File: config.mk
export PLATFORM = sky130hd
export DESIGN_NAME = corr_stim_sequencer
export DESIGN_NICKNAME = d
export VERILOG_FILES = /design/src/rtl/corr_pkg.sv /design/src/rtl/corr_lfsr32.sv /design/src/rtl/corr_stim_sequencer.sv
export SDC_FILE = /design/constraint.sdc
export NUM_CORES = 1
export LEC_CHECK = 0
export ABC_AREA = 0
export ABC_CLOCK_PERIOD_IN_PS = 3900
export BUFFER_PORTS_ARGS = -buffer_cell sky130_fd_sc_hd__buf_2
export CORE_MARGIN = 2
export CORE_UTILIZATION = 55
export DETAILED_ROUTE_END_ITERATION = 16
export GPL_TIMING_DRIVEN = 1
export PLACE_DENSITY = 0.76
export SYNTH_ARGS = -nofsm -noshare
export SYNTH_HDL_FRONTEND = slang
export SYNTH_SLANG_ARGS = --single-unit
File: constraint.sdc
create_clock -name clk -period 3.9 [get_ports clk]
set_input_delay 0.78 -clock clk [delete_from_list [all_inputs] [get_ports clk]]
set_output_delay 0.78 -clock clk [all_outputs]
set_load 0.01 [all_outputs]
File: src/rtl/corr_pkg.sv
// corr_pkg: shared state encoding, mode codes and LFSR helpers for the correlation stimulus sequencer
package corr_pkg;
    localparam int LFSR_W = 32;
    localparam logic [LFSR_W-1:0] LFSR_TAPS = 32'h8020_0003;
    localparam logic MODE_EXH = 1'b0;
    localparam logic MODE_RND = 1'b1;
    typedef enum logic [1:0] {IDLE, PH_A, PH_B, FIN} state_t;
    function automatic logic [LFSR_W-1:0] lfsr_step(input logic [LFSR_W-1:0] s);
        return (s >> 1) ^ (s[0] ? LFSR_TAPS : '0);
    endfunction
    function automatic logic [LFSR_W-1:0] lfsr_seed(input logic [LFSR_W-1:0] s);
        return (s == '0) ? LFSR_W'(1) : s;
    endfunction
endpackage

File: src/rtl/corr_lfsr32.sv
// corr_lfsr32: 32-bit Galois LFSR with seed load and zero-seed guard
module corr_lfsr32 import corr_pkg::*; (
    input  logic              clk,
    input  logic              rst_n,
    input  logic              load,
    input  logic [LFSR_W-1:0] seed,
    input  logic              step,
    output logic [LFSR_W-1:0] q
);
    logic [LFSR_W-1:0] base;
    assign base = load ? lfsr_seed(seed) : q;
    // a load with step set lands on the first stepped value, not the seed itself
    always_ff @(posedge clk) begin
        if (!rst_n)
            q <= LFSR_W'(1);
        else if (load || step)
            q <= step ? lfsr_step(base) : base;
    end
endmodule

File: src/rtl/corr_stim_sequencer.sv
// corr_stim_sequencer: emits ordered A/B vector pairs (exhaustive or LFSR-random) with trigger and pair index
module corr_stim_sequencer import corr_pkg::*; #(
    parameter int IN_SIZE     = 4,
    parameter int HOLD_CYCLES = 1,
    parameter int N_PAIRS     = 64,
    parameter int IDX_W       = 16
) (
    input  logic               clk,
    input  logic               rst_n,
    input  logic               start,
    input  logic               abort,
    input  logic               pause,
    input  logic               mode,
    input  logic [LFSR_W-1:0]  seed,
    output logic [IN_SIZE-1:0] stim,
    output logic               trig,
    output logic [IDX_W-1:0]   sim_idx,
    output logic               busy,
    output logic               done
);
    localparam int HW = (HOLD_CYCLES > 1) ? $clog2(HOLD_CYCLES) : 1;
    state_t state, state_nx;
    logic [HW-1:0] hcnt;
    logic [IN_SIZE-1:0] i, j, i_nx, vec, stim_nx;
    logic [LFSR_W-1:0] lq, lnx;
    logic mode_r, active, start_ok, adv, last_pair, load_a, load_b;
    logic trig_nx, busy_nx, done_nx, unused_lnx;

    corr_lfsr32 u_lfsr (
        .clk   (clk),
        .rst_n (rst_n),
        .load  (start_ok),
        .seed  (seed),
        .step  (load_a || load_b),
        .q     (lq)
    );

    assign active    = state == PH_A || state == PH_B;
    assign start_ok  = state == IDLE && start && !abort;
    assign adv       = active && !abort && !pause && hcnt == HW'(HOLD_CYCLES - 1);
    assign last_pair = (mode_r == MODE_RND) ? sim_idx == IDX_W'(N_PAIRS - 1) : &{i, j};
    assign load_a    = start_ok || (state == PH_B && adv && !last_pair);
    assign load_b    = state == PH_A && adv;
    assign i_nx      = (&j) ? i + IN_SIZE'(1) : i;
    // mirrors the LFSR's own next value so the vector register loads in step with it
    assign lnx        = lfsr_step(start_ok ? lfsr_seed(seed) : lq);
    assign unused_lnx = ^lnx;
    assign vec = ((start_ok ? mode : mode_r) == MODE_RND) ? lnx[IN_SIZE-1:0] :
                 start_ok ? '0 : load_b ? j : i_nx;

    always_ff @(posedge clk) begin
        if (!rst_n) begin
            state   <= IDLE;
            hcnt    <= '0;
            i       <= '0;
            j       <= '0;
            mode_r  <= MODE_EXH;
            sim_idx <= '0;
            stim    <= '0;
            trig    <= 1'b0;
            busy    <= 1'b0;
            done    <= 1'b0;
        end else begin
            state <= state_nx;
            hcnt  <= (!active || abort || adv) ? '0 : pause ? hcnt : hcnt + HW'(1);
            stim  <= stim_nx;
            trig  <= trig_nx;
            busy  <= busy_nx;
            done  <= done_nx;
            if (start_ok) begin
                mode_r  <= mode;
                i       <= '0;
                j       <= '0;
                sim_idx <= '0;
            end else if (load_a) begin
                i       <= i_nx;
                j       <= j + IN_SIZE'(1);
                sim_idx <= sim_idx + IDX_W'(1);
            end
        end
    end

    always_comb begin
        state_nx = state;
        case (state)
            IDLE:    state_nx = start_ok ? PH_A : IDLE;
            PH_A:    state_nx = abort ? IDLE : adv ? PH_B : PH_A;
            PH_B:    state_nx = abort ? IDLE : adv ? (last_pair ? FIN : PH_A) : PH_B;
            default: state_nx = IDLE;
        endcase
    end

    always_comb begin
        busy_nx = state_nx == PH_A || state_nx == PH_B;
        trig_nx = state_nx == PH_B;
        done_nx = state_nx == FIN;
        stim_nx = (load_a || load_b) ? vec : busy_nx ? stim : '0;
    end
endmodule

## Word level (Yosys, flattened, before mapping)

Index checks and enable logic that the tools add are counted.

- Bits in registers: 67
- Bits of input ports: 38
- Output and inout bits: 23

- $add $sub $neg: 4
- Equality and inequality tests: 7
- Multiplexer cells: 19
- Bitwise logic cells: 3
- Reduce and logical (&&, ||, !) cells: 25

Operators by type and width:

| operator | count |
|---|---|
| 32-bit 2-to-1 mux | 4 |
| 32-bit logical NOT | 1 |
| 31-bit by 32-bit XOR with 32-bit output | 1 |
| 4-bit 2-to-1 mux | 6 |
| 16-bit by 1-bit adder with 16-bit output (second input constant) | 1 |
| 16-bit by 6-bit equality test with 1-bit output (second input constant) | 1 |
| 2-bit 2-to-1 mux | 5 |
| 4-bit by 1-bit adder with 4-bit output (second input constant) | 2 |
| 1-bit logical AND | 8 |
| 8-bit AND reduction | 1 |
| 1-bit logical OR | 7 |
| 2-bit equality test (second input constant) | 3 |
| 2-bit one-hot mux with 3 select lines | 1 |
| 2-bit by 1-bit equality test with 1-bit output (second input constant) | 2 |
| 1-bit logical NOT | 4 |
| 4-bit AND reduction | 1 |
| 2-bit OR reduction | 2 |
| 1-bit 2-to-1 mux | 3 |
| 2-bit logical NOT | 1 |
| 2-bit by 1-bit inequality test with 1-bit output (second input constant) | 1 |
| 1-bit NOT | 2 |
| 1-bit adder (second input constant) | 1 |

## Longest topological paths before layout

Gate-level depths: netlist of run 1.

- Word-level depth: 12
- Depth in mapped cells: 11

## Cells and area by module

A second synthesis of run 1 with hierarchy kept.

- Cells, all modules: 378
- Area total of the unflattened synthesis: 3804.9 um^2

By module, submodules not included:

| module | times used | cells each | area each (um^2) |
|---|---|---|---|
| corr_stim_sequencer | 1 | 237 | 1974.4 |
| corr_lfsr32 | 1 | 141 | 1830.5 |

## Worst setup path after synthesis of run 1

No wires, ideal clock.

- Kind: register to register
- Start: register sim_idx[6]
- End: register stim[3]
- Arrival: 2405 ps
- Data required time: 3809 ps
- Path slack: 1404 ps
- Stages on the path, launching flop included: 10
- Buffers on the path: 0
- Period minus slack after synthesis: 2496 ps
- Cell sequence: dfxtp_1 > or4_4 > nor4_4 > a21oi_1 > or3b_1 > a21oi_1 > ha_1 > nor2b_1 > nor3_1 > a311oi_1

- Longest elaborated chain between the ends: 9
- Elaborated cells between the ends (all ways): 15
- Those cells by class: eq/ne (4); mux (6); reduce/logical (5)

RTL lines:

| what | line | RTL |
|---|---|---|
| start: declaration | corr_stim_sequencer.sv:17 | `output logic [IDX_W-1:0] sim_idx,` |
| start signal: assignment | corr_stim_sequencer.sv:78 | `sim_idx <= sim_idx + IDX_W'(1);` |
| 16-bit by 6-bit equality test with 1-bit output (*) | corr_stim_sequencer.sv:41 | `assign last_pair = (mode_r == MODE_RND) ? sim_idx == IDX_W'(N_PAIRS - 1) : &{i, j};` |
| 1-bit 2-to-1 mux (*) | corr_stim_sequencer.sv:41 |  |
| 2-bit 2-to-1 mux (*) (3 in a row) | corr_stim_sequencer.sv:88 | `PH_B: state_nx = abort ? IDLE : adv ? (last_pair ? FIN : PH_A) : PH_B;` |
| 2-bit one-hot mux with 3 select lines (*) | corr_stim_sequencer.sv:85 | `case (state)` |
| named net state_nx[1] | corr_stim_sequencer.sv:22 | `state_t state, state_nx;` |
| 2-bit by 1-bit equality test with 1-bit output / 2-bit equality test (equally long branches) | corr_stim_sequencer.sv:94 | `busy_nx = state_nx == PH_A \|\| state_nx == PH_B;` |
| 1-bit logical OR (*) | corr_stim_sequencer.sv:94 |  |
| 2-bit by 1-bit inequality test with 1-bit output (no line) (*) | n/a |  |
| end signal: assignment | corr_stim_sequencer.sv:66 | `stim <= stim_nx;` |
| end: declaration | corr_stim_sequencer.sv:15 | `output logic [IN_SIZE-1:0] stim,` |

The timed path passes the listed nets; every way through them passes the cells marked *.
A chain may end at the register's enable or synchronous reset.

## Worst setup path after layout of run 1

- Start: register i[0]
- End: register u_lfsr.q[13]

- Longest elaborated chain between the ends: 7
- Elaborated cells between the ends (all ways): 8
- Those cells by class: mux (2); reduce/logical (6)

RTL lines:

| what | line | RTL |
|---|---|---|
| start: declaration | corr_stim_sequencer.sv:24 | `logic [IN_SIZE-1:0] i, j, i_nx, vec, stim_nx;` |
| start signal: assignment | corr_stim_sequencer.sv:76 | `i <= i_nx;` |
| 8-bit AND reduction (*) | corr_stim_sequencer.sv:41 |  |
| 1-bit 2-to-1 mux (*) | corr_stim_sequencer.sv:41 |  |
| 1-bit logical NOT (*) | corr_stim_sequencer.sv:42 | `assign load_a = start_ok \|\| (state == PH_B && adv && !last_pair);` |
| 1-bit logical AND (*) | corr_stim_sequencer.sv:42 |  |
| 1-bit logical OR (*) | corr_stim_sequencer.sv:42 |  |
| 1-bit logical OR (*) | corr_stim_sequencer.sv:34 | `.step (load_a \|\| load_b),` |
| 32-bit 2-to-1 mux / 1-bit logical OR (equally long branches) | corr_lfsr32.sv:17, corr_lfsr32.sv:16 |  |
| end signal: assignment | corr_lfsr32.sv:17 | `q <= step ? lfsr_step(base) : base;` |
| end: declaration | corr_lfsr32.sv:8 | `output logic [LFSR_W-1:0] q` |

Every way passes the cells marked *; elsewhere a longest branch is shown, timed or not.

==> summary.md, run 1 <==
| Metric | Value |
|---|---|
| Design Area, Final | `roughly 4100 sq um` |
| Clock buffer depth | `2` |
| CP required | `between 4 and 5 ns` |
| Vias in the first global route | `~3.2k` |
| DR WL/cell | `15.5 microns` |
| Sequential area share after synthesis | `0.377` |
| Layout cells sized above 1 | `0.198` |
| Std cell rows | `29` |
| Postcts setup bufs | `0` |
| Syn. warnings | `0` |
| Peak VDD IR | `between 0.2 and 0.25 mV` |
| Fillers | `573` |
| DR vias/cell | `approximately 6` |
| Core region area | `approximately 6300 sq um` |
| First-pass GRT wire length | `about 14 mm` |
| Area Overhead vs Synth | `14.9%` |
| Setup TNS | `0 ns` |
| Die ar. | `7130 sq um` |
| Reg power frac | `0.485` |
| Clk_skew | `between 0.009 and 0.01 ns` |
| Async set-or-reset flop fraction in the synthesized netlist | `0` |
| Pwr dens | `approximately 370 nW/um^2` |
| Tot Pwr | `between 1.5 and 2 mW` |
| GP Congestion | `slightly above 0.8` |
| Cell-internal power | `between 1 and 1.5 mW` |
| DRT Wirelength | `about 8.6 mm` |
| TritonCTS clock tree | `built` |
| Final std cells w/o fill | `roughly 550` |
| Hold WC Path Type | `reg2reg` |
| Area after DPL | `a little under 4000 sq um` |
| Tmin final | `~3 ns` |
| Mapped Cells | `about 420` |
| Antenna diodes | `0` |
| DR iter-0 viols | `between 200 and 250` |
| CP Data Arrival Time | `~3.2 ns` |
| Worst setup EP type | `flip-flop` |
| Num CTS Buffers | `9` |
| Cts repair resizes | `0` |
| Tcrit/Tclk final | `0.755` |
| Syn_area_per_cell | `approximately 8.4 sq um` |
| Endpoints failing setup | `0` |
| Nets | `a little over 500` |
| Number of I/O port buffers | `60` |
| Chip height | `84.4 microns` |
| Net Switching | `0.394 mW` |
| Comb pwr share | `0.108` |
| Die Span X | `84.4 microns` |
| Hold_buf cts | `0` |
| Clock Sinks | `between 60 and 70` |
| Final HPWL DP | `~5.7 mm` |
| Final Hold Fails | `0` |
| Area of the multi-input gates | `around 2000 sq um` |
| Clock power share | `0.407` |
| Gr ovfl total | `0` |
| # IOs | `a little over 60` |
| Vias after detailed routing | `3406` |
| Post-synth EDFFs | `0` |
| Placed Cells | `approximately 540` |
| H-tree depth | `3` |
| FF+latch count, synth | `67` |
| CTS root buf | `clkbuf_8` |
| Total GRT Usage | `0.248` |
| Initial antenna violation count | `0` |
| CTS clk-pin slew, worst paths | `~0.080 ns` |
| Register area | `around 1300 sq um` |
| Worst slew margin | `0.565` |
| Clock latency on the worst-skew pair | `between 0.3 and 0.4 ns` |
| Number of nets with antenna violations after routing | `0` |
| Status | `completed` |
| Starting density of the core | `0.563` |
| Fmax | `around 340 MHz` |
| Synth top area share | `0.377` |
| Largest net degree at the start of global routing | `48` |
| Critical path type | `reg2reg` |
| Crit start category | `flip-flop` |
| Largest area contributor in the netlist | `dfxtp_1` |
| Reg2Reg Setup Slack | `approximately 0.96 ns` |
| End-of-flow core utilization | `0.648` |
| DRC Markers | `0` |
| Switching share of power | `0.262` |
| Syn Nets | `470` |
| Top FF cell, synth | `dfxtp_1` |
| Worst-path fanout max | `35` |
| Max Slew Vio Count | `0` |
| Mapped Area | `3560 sq um` |
| Top cells by area, synth | `dfxtp_1 38%, nand2_1 6.8%, a311oi_1 4.7%, mux2i_1 3.9%, a21oi_1 3.5%` |
| Leak | `1.67 nW` |
| Pin slew with the least headroom to its limit | `about 0.65 ns` |
| Synth unique cells | `55` |
| DRT Pass-1 Iters | `5` |
| Max-Cap Viols | `0` |
| RSZ-0062 raised after global routing | `no` |
power groups by stage:
| stage | Clock (mW) | Sequential [mW] | Combinational [mW] |
|---|---|---|---|
| 2_1_floorplan | 0 | 0.741 | 0.109 |
| 3_3_place_gp | 0 | 0.744 | 0.160 |
| 3_5_place_dp | 0 | 0.744 | 0.163 |
| 4_1_cts | 0.618 | 0.729 | 0.163 |
| 5_1_grt | 0.657 | 0.732 | 0.182 |
| 6_report | 0.612 | 0.729 | 0.163 |
through the flow:
step / hold slack [ns] / setup slack [ns]
floorplan: 0.447 / 1.40
global placement: 0.460 / 1.02
detailed placement: 0.469 / 0.963
CTS: 0.483 / 0.933
global route: 0.507 / 0.690
finish: 0.487 / 0.957
layout by cell type (no fill, tap or decap), drive strengths merged, types with 9 or more instances in the layout:
cell     n
o21ai   23
nor2    13
ha       9
inv      9
nor3    25
nor4     9
a311oi  19
o211a   12
clkbuf  11
buf     67
nand2   65
mux2i   14
dfxtp   67
a21oi   25
worst max-delay path: stages, from the launching register on:
cell	delay, ns
dfxtp_1	0.41
ha_1	0.19
nand4_1	0.20
o311ai_1	0.57
a21o_2	0.53
nand2_2	0.54
o211a_1	0.39
cell usage after synthesis (6+ instances only):
library cell,number
a21oi_1,25
clkbuf_1,22
nor4_1,8
nand3_1,8
or3_1,7
ha_1,9
o21ai_0,21
or4_1,7
o31ai_1,7
inv_1,9
a311oi_1,19
dfxtp_1,67
buf_2,6
nor3_1,25
nor2_1,13
nand2_1,64
mux2i_1,14
o211a_1,12
sequential cells by signal (all words and copies together), names as in the netlist, 2 cells and up:
signal,flops
state,2
u_lfsr.q,32
stim,4
j,4
sim_idx,16
i,4
final timing paths:
kind	end	startpoint	cells after the start
worst min register to register	u_lfsr.q[31]	u_lfsr.q[31]	2
worst max register to register	u_lfsr.q[13]	i[0]	6
worst min-delay path	u_lfsr.q[31]	u_lfsr.q[31]	2
worst max-delay path	u_lfsr.q[13]	i[0]	6
layout make-up:
cell class,count,area share
repair buffers,67,0.0863
clock inverters,5,0.0150
well taps,77,0.0236
flip-flops and latches,67,0.328
inverters,10,0.00918
clock buffers,11,0.0370
multi-input cells,315,0.501
per-layer routing:
layer  wire [microns]  track usage  vias to the layer above
met5                0            0                        -
met4              134        0.107                        0
met3              398       0.0393                       10
met2             4050        0.414                       95
met1             3970        0.320                     1620
li1                 -            -                     1681
kinds of logic after synthesis:
group                      after synthesis  share of synthesized area
and+or+nand+nor                        163                      0.238
DFF                                     67                      0.377
buffers and inverters                   41                     0.0485
adders and majority gates                9                     0.0317
AOI/OAI and AO/OA                      118                      0.237
xor gates and xnor gates                10                     0.0246
muxes                                   15                     0.0426
Power figures use the tool's default switching activity.
==> run 2: changes to the inputs <==
--- a/config.mk
+++ b/config.mk
@@ -6,7 +6,7 @@
 export NUM_CORES = 1
 export LEC_CHECK = 0
 export ABC_AREA = 0
-export ABC_CLOCK_PERIOD_IN_PS = 3900
+export ABC_CLOCK_PERIOD_IN_PS = 2900
 export BUFFER_PORTS_ARGS = -buffer_cell sky130_fd_sc_hd__buf_2
 export CORE_MARGIN = 2
 export CORE_UTILIZATION = 55
==> constraint.sdc (replaced) <==
create_clock -name clk -period 2.9 [get_ports clk]
set_input_delay 0.58 -clock clk [delete_from_list [all_inputs] [get_ports clk]]
set_output_delay 0.58 -clock clk [all_outputs]
set_load 0.01 [all_outputs]
==> run 2 against run 1 <==
Net effect: sequential share of layout area down 0.32 points; clock skew down 0.0045 ns; fmax up 12%; final cell count up 1.4%; count of clock-buffer cells in the layout up 1; hold slack worse by 0.0059 ns; largest power group unchanged; sequential power up 34%; largest cell class unchanged; register-to-register slack worse by 0.69 ns; power up 25%; via count up 1.2%; combinational power up 42%.
==> summary.md, run 2 (same netlist as run 1, synthesis figures left out) <==
| Metric | Value |
|---|---|
| Status | `completed` |
| Setup TNS | `0 ns` |
| CP Data Arrival Time | `just under 3 ns` |
| Pin slew with the least headroom to its limit | `around 0.52 ns` |
| Vias in the first global route | `roughly 3.3k` |
| CP Buf/Inv Count | `0` |
| Crit path cell chain | `ha_1 -> nand4_1 -> o31ai_1 -> a21oi_1 -> or3b_1 -> a21oi_1 -> ha_1 -> nor2_1 -> a211oi_1 -> a31oi_1` |
| Critical Path End | `stim[1]` |
| Number of nets with antenna violations after routing | `0` |
| H-tree depth | `3` |
| First-pass GRT wire length | `between 15 and 20 mm` |
| DRC Markers | `0` |
| Number of I/O port buffers | `60` |
| Worst R2R Path Depth | `10` |
| Postcts setup bufs | `0` |
| CTS clk-pin slew, worst paths | `0.07 ns` |
| Final Worst Setup Slack | `around 0.27 ns` |
| Cts repair resizes | `0` |
| # IOs | `61` |
| DR vias/cell | `roughly 6.2` |
| Peak VDD IR | `approximately 0.29 mV` |
| Antenna diodes | `0` |
| Top flop regs | `u_lfsr.q: 32 flops, sim_idx: 16 flops` |
| DRT Pass-1 Iters | `5` |
| GP Congestion | `0.867` |
| Hold WC Path Type | `reg2reg` |
| DR WL/cell | `around 16 microns` |
| Hold_buf cts | `0` |
| Worst setup EP type | `flip-flop` |
| Final HPWL DP | `a little over 6 mm` |
| Pre-CTS setup slack | `0.334 ns` |
| Max Slew Vio Count | `0` |
| Vias after detailed routing | `approximately 3.4k` |
| DR iter-0 viols | `between 150 and 200` |
| Std cell rows | `29` |
| Max FFs per register | `32` |
| RSZ-0062 raised after global routing | `no` |
| Slowest CP cell | `dfxtp_1` |
| Tcrit/Tclk final | `0.908` |
| Gr ovfl total | `0` |
| Starting density of the core | `0.563` |
| Initial antenna violation count | `0` |
| Final Hold Fails | `0` |
| Reg2Reg Setup Slack | `between 0.2 and 0.3 ns` |
| Reg-to-Reg Start | `j[0]` |
| Clock Sinks | `67` |
| Pwr dens | `455 nW/um^2` |
| Crit start category | `flip-flop` |
| Num CTS Buffers | `9` |
| CP required | `3.18 ns` |
| CTS root buf | `clkbuf_8` |
| Worst slew margin | `0.645` |
| Nets | `526` |
| TritonCTS clock tree | `built` |
| Clock buffer depth | `2` |
| Endpoints failing setup | `0` |
| Reg with most FFs | `u_lfsr.q` |
| Total GRT Usage | `0.255` |
| Slowest stage delay, CP | `approximately 0.4 ns` |
| Critical path depth in cells | `10` |
| Tmin final | `roughly 2.6 ns` |
| CP delay by family, top | `compound AO/OA/AOI/OAI gates` |
| DRT Wirelength | `~9 mm` |
| CP startpoint | `j[0]` |
| Leak | `between 1.5 and 2 nW` |
| Largest net degree at the start of global routing | `40` |
| Die Span X | `84.4 microns` |
| Core region area | `6310 sq um` |
| Chip height | `around 84 microns` |
| Most common cell after layout, fill and taps aside | `dfxtp_1` |
| Fmax | `about 380 MHz` |
| RR Endpoint | `stim[1]` |
| Layout cells sized above 1 | `0.207` |
| Clk_skew | `about 0.0046 ns` |
| Critical path type | `reg2reg` |
| Clock latency on the worst-skew pair | `about 0.35 ns` |
| Area Overhead vs Synth | `16.1%` |
| Max-Cap Viols | `0` |
| Commonest non-fill, non-tap cells in the layout | `67 x dfxtp_1, 64 x nand2_1, 60 x buf_2` |
| Worst-path fanout max | `5` |
| Die ar. | `~7000 sq um` |
-- run 2: changes by cell type in the layout (fill, tap and decap cells not counted) --
cell        change
buf_12          +2
clkinv_4        -1
buf_4           +7
clkinv_2        +3
clkbuf_1        +2
bufinv_16       -1
clkinvlp_4      -3
clkbuf_8        -1
-- run 2: layer usage --
| layer | wire (microns) | vias to the layer above | track usage |
|---|---|---|---|
| met4 | 135 | 0 | 0.102 |
| li1 | - | 1703 | - |
| met2 | 4290 | 98 | 0.434 |
| met3 | 445 | 14 | 0.0315 |
| met5 | 0 | - | 0 |
| met1 | 4040 | 1632 | 0.328 |
-- run 2: where the power goes --
part	internal (mW)	total, mW	switching [mW]
clock network	0.325	0.669	0.344
logic	0.0976	0.231	0.134
registers	0.958	0.980	0.0222
-- run 2: how the worst min path moves through the flow --
stage,start,cells after the start,endpoint
CTS,u_lfsr.q[31],2,u_lfsr.q[31]
global route,u_lfsr.q[31],2,u_lfsr.q[31]
finish,u_lfsr.q[31],2,u_lfsr.q[31]
global placement,u_lfsr.q[31],2,u_lfsr.q[31]
floorplan,u_lfsr.q[31],2,u_lfsr.q[31]
detailed placement,u_lfsr.q[31],2,u_lfsr.q[31]
-- run 2: area by class of cell --
cell class              instances  area [sq um]
clock inverters                 3          15.0
clock buffers                  12           145
fillers                       568          2180
well taps                      77          96.3
repair buffers                 76           445
inverters                      10          37.5
multi-input cells             315          2050
flip-flops and latches         67          1340
-- run 2: stage by stage --
step / instance area (sq um) / instances / power, mW / utilization / hold WS, ns
after floorplan: 3560 / 423 / 1.14 / - / 0.447
after global placement: 3970 / 545 / 1.22 / 0.629 / 0.462
after detailed placement: 3970 / 545 / 1.23 / 0.629 / 0.468
after CTS: 4130 / 560 / 1.89 / 0.654 / 0.478
after global routing: 4130 / 560 / 1.96 / 0.654 / 0.518
final: 4130 / 560 / 1.88 / 0.654 / 0.481
-- run 2: tightest hold or removal path, cell delays in order, from the launching register on --
cell and delay, ns:
dfxtp_1 0.32, nand2_1 0.06, o22ai_1 0.06
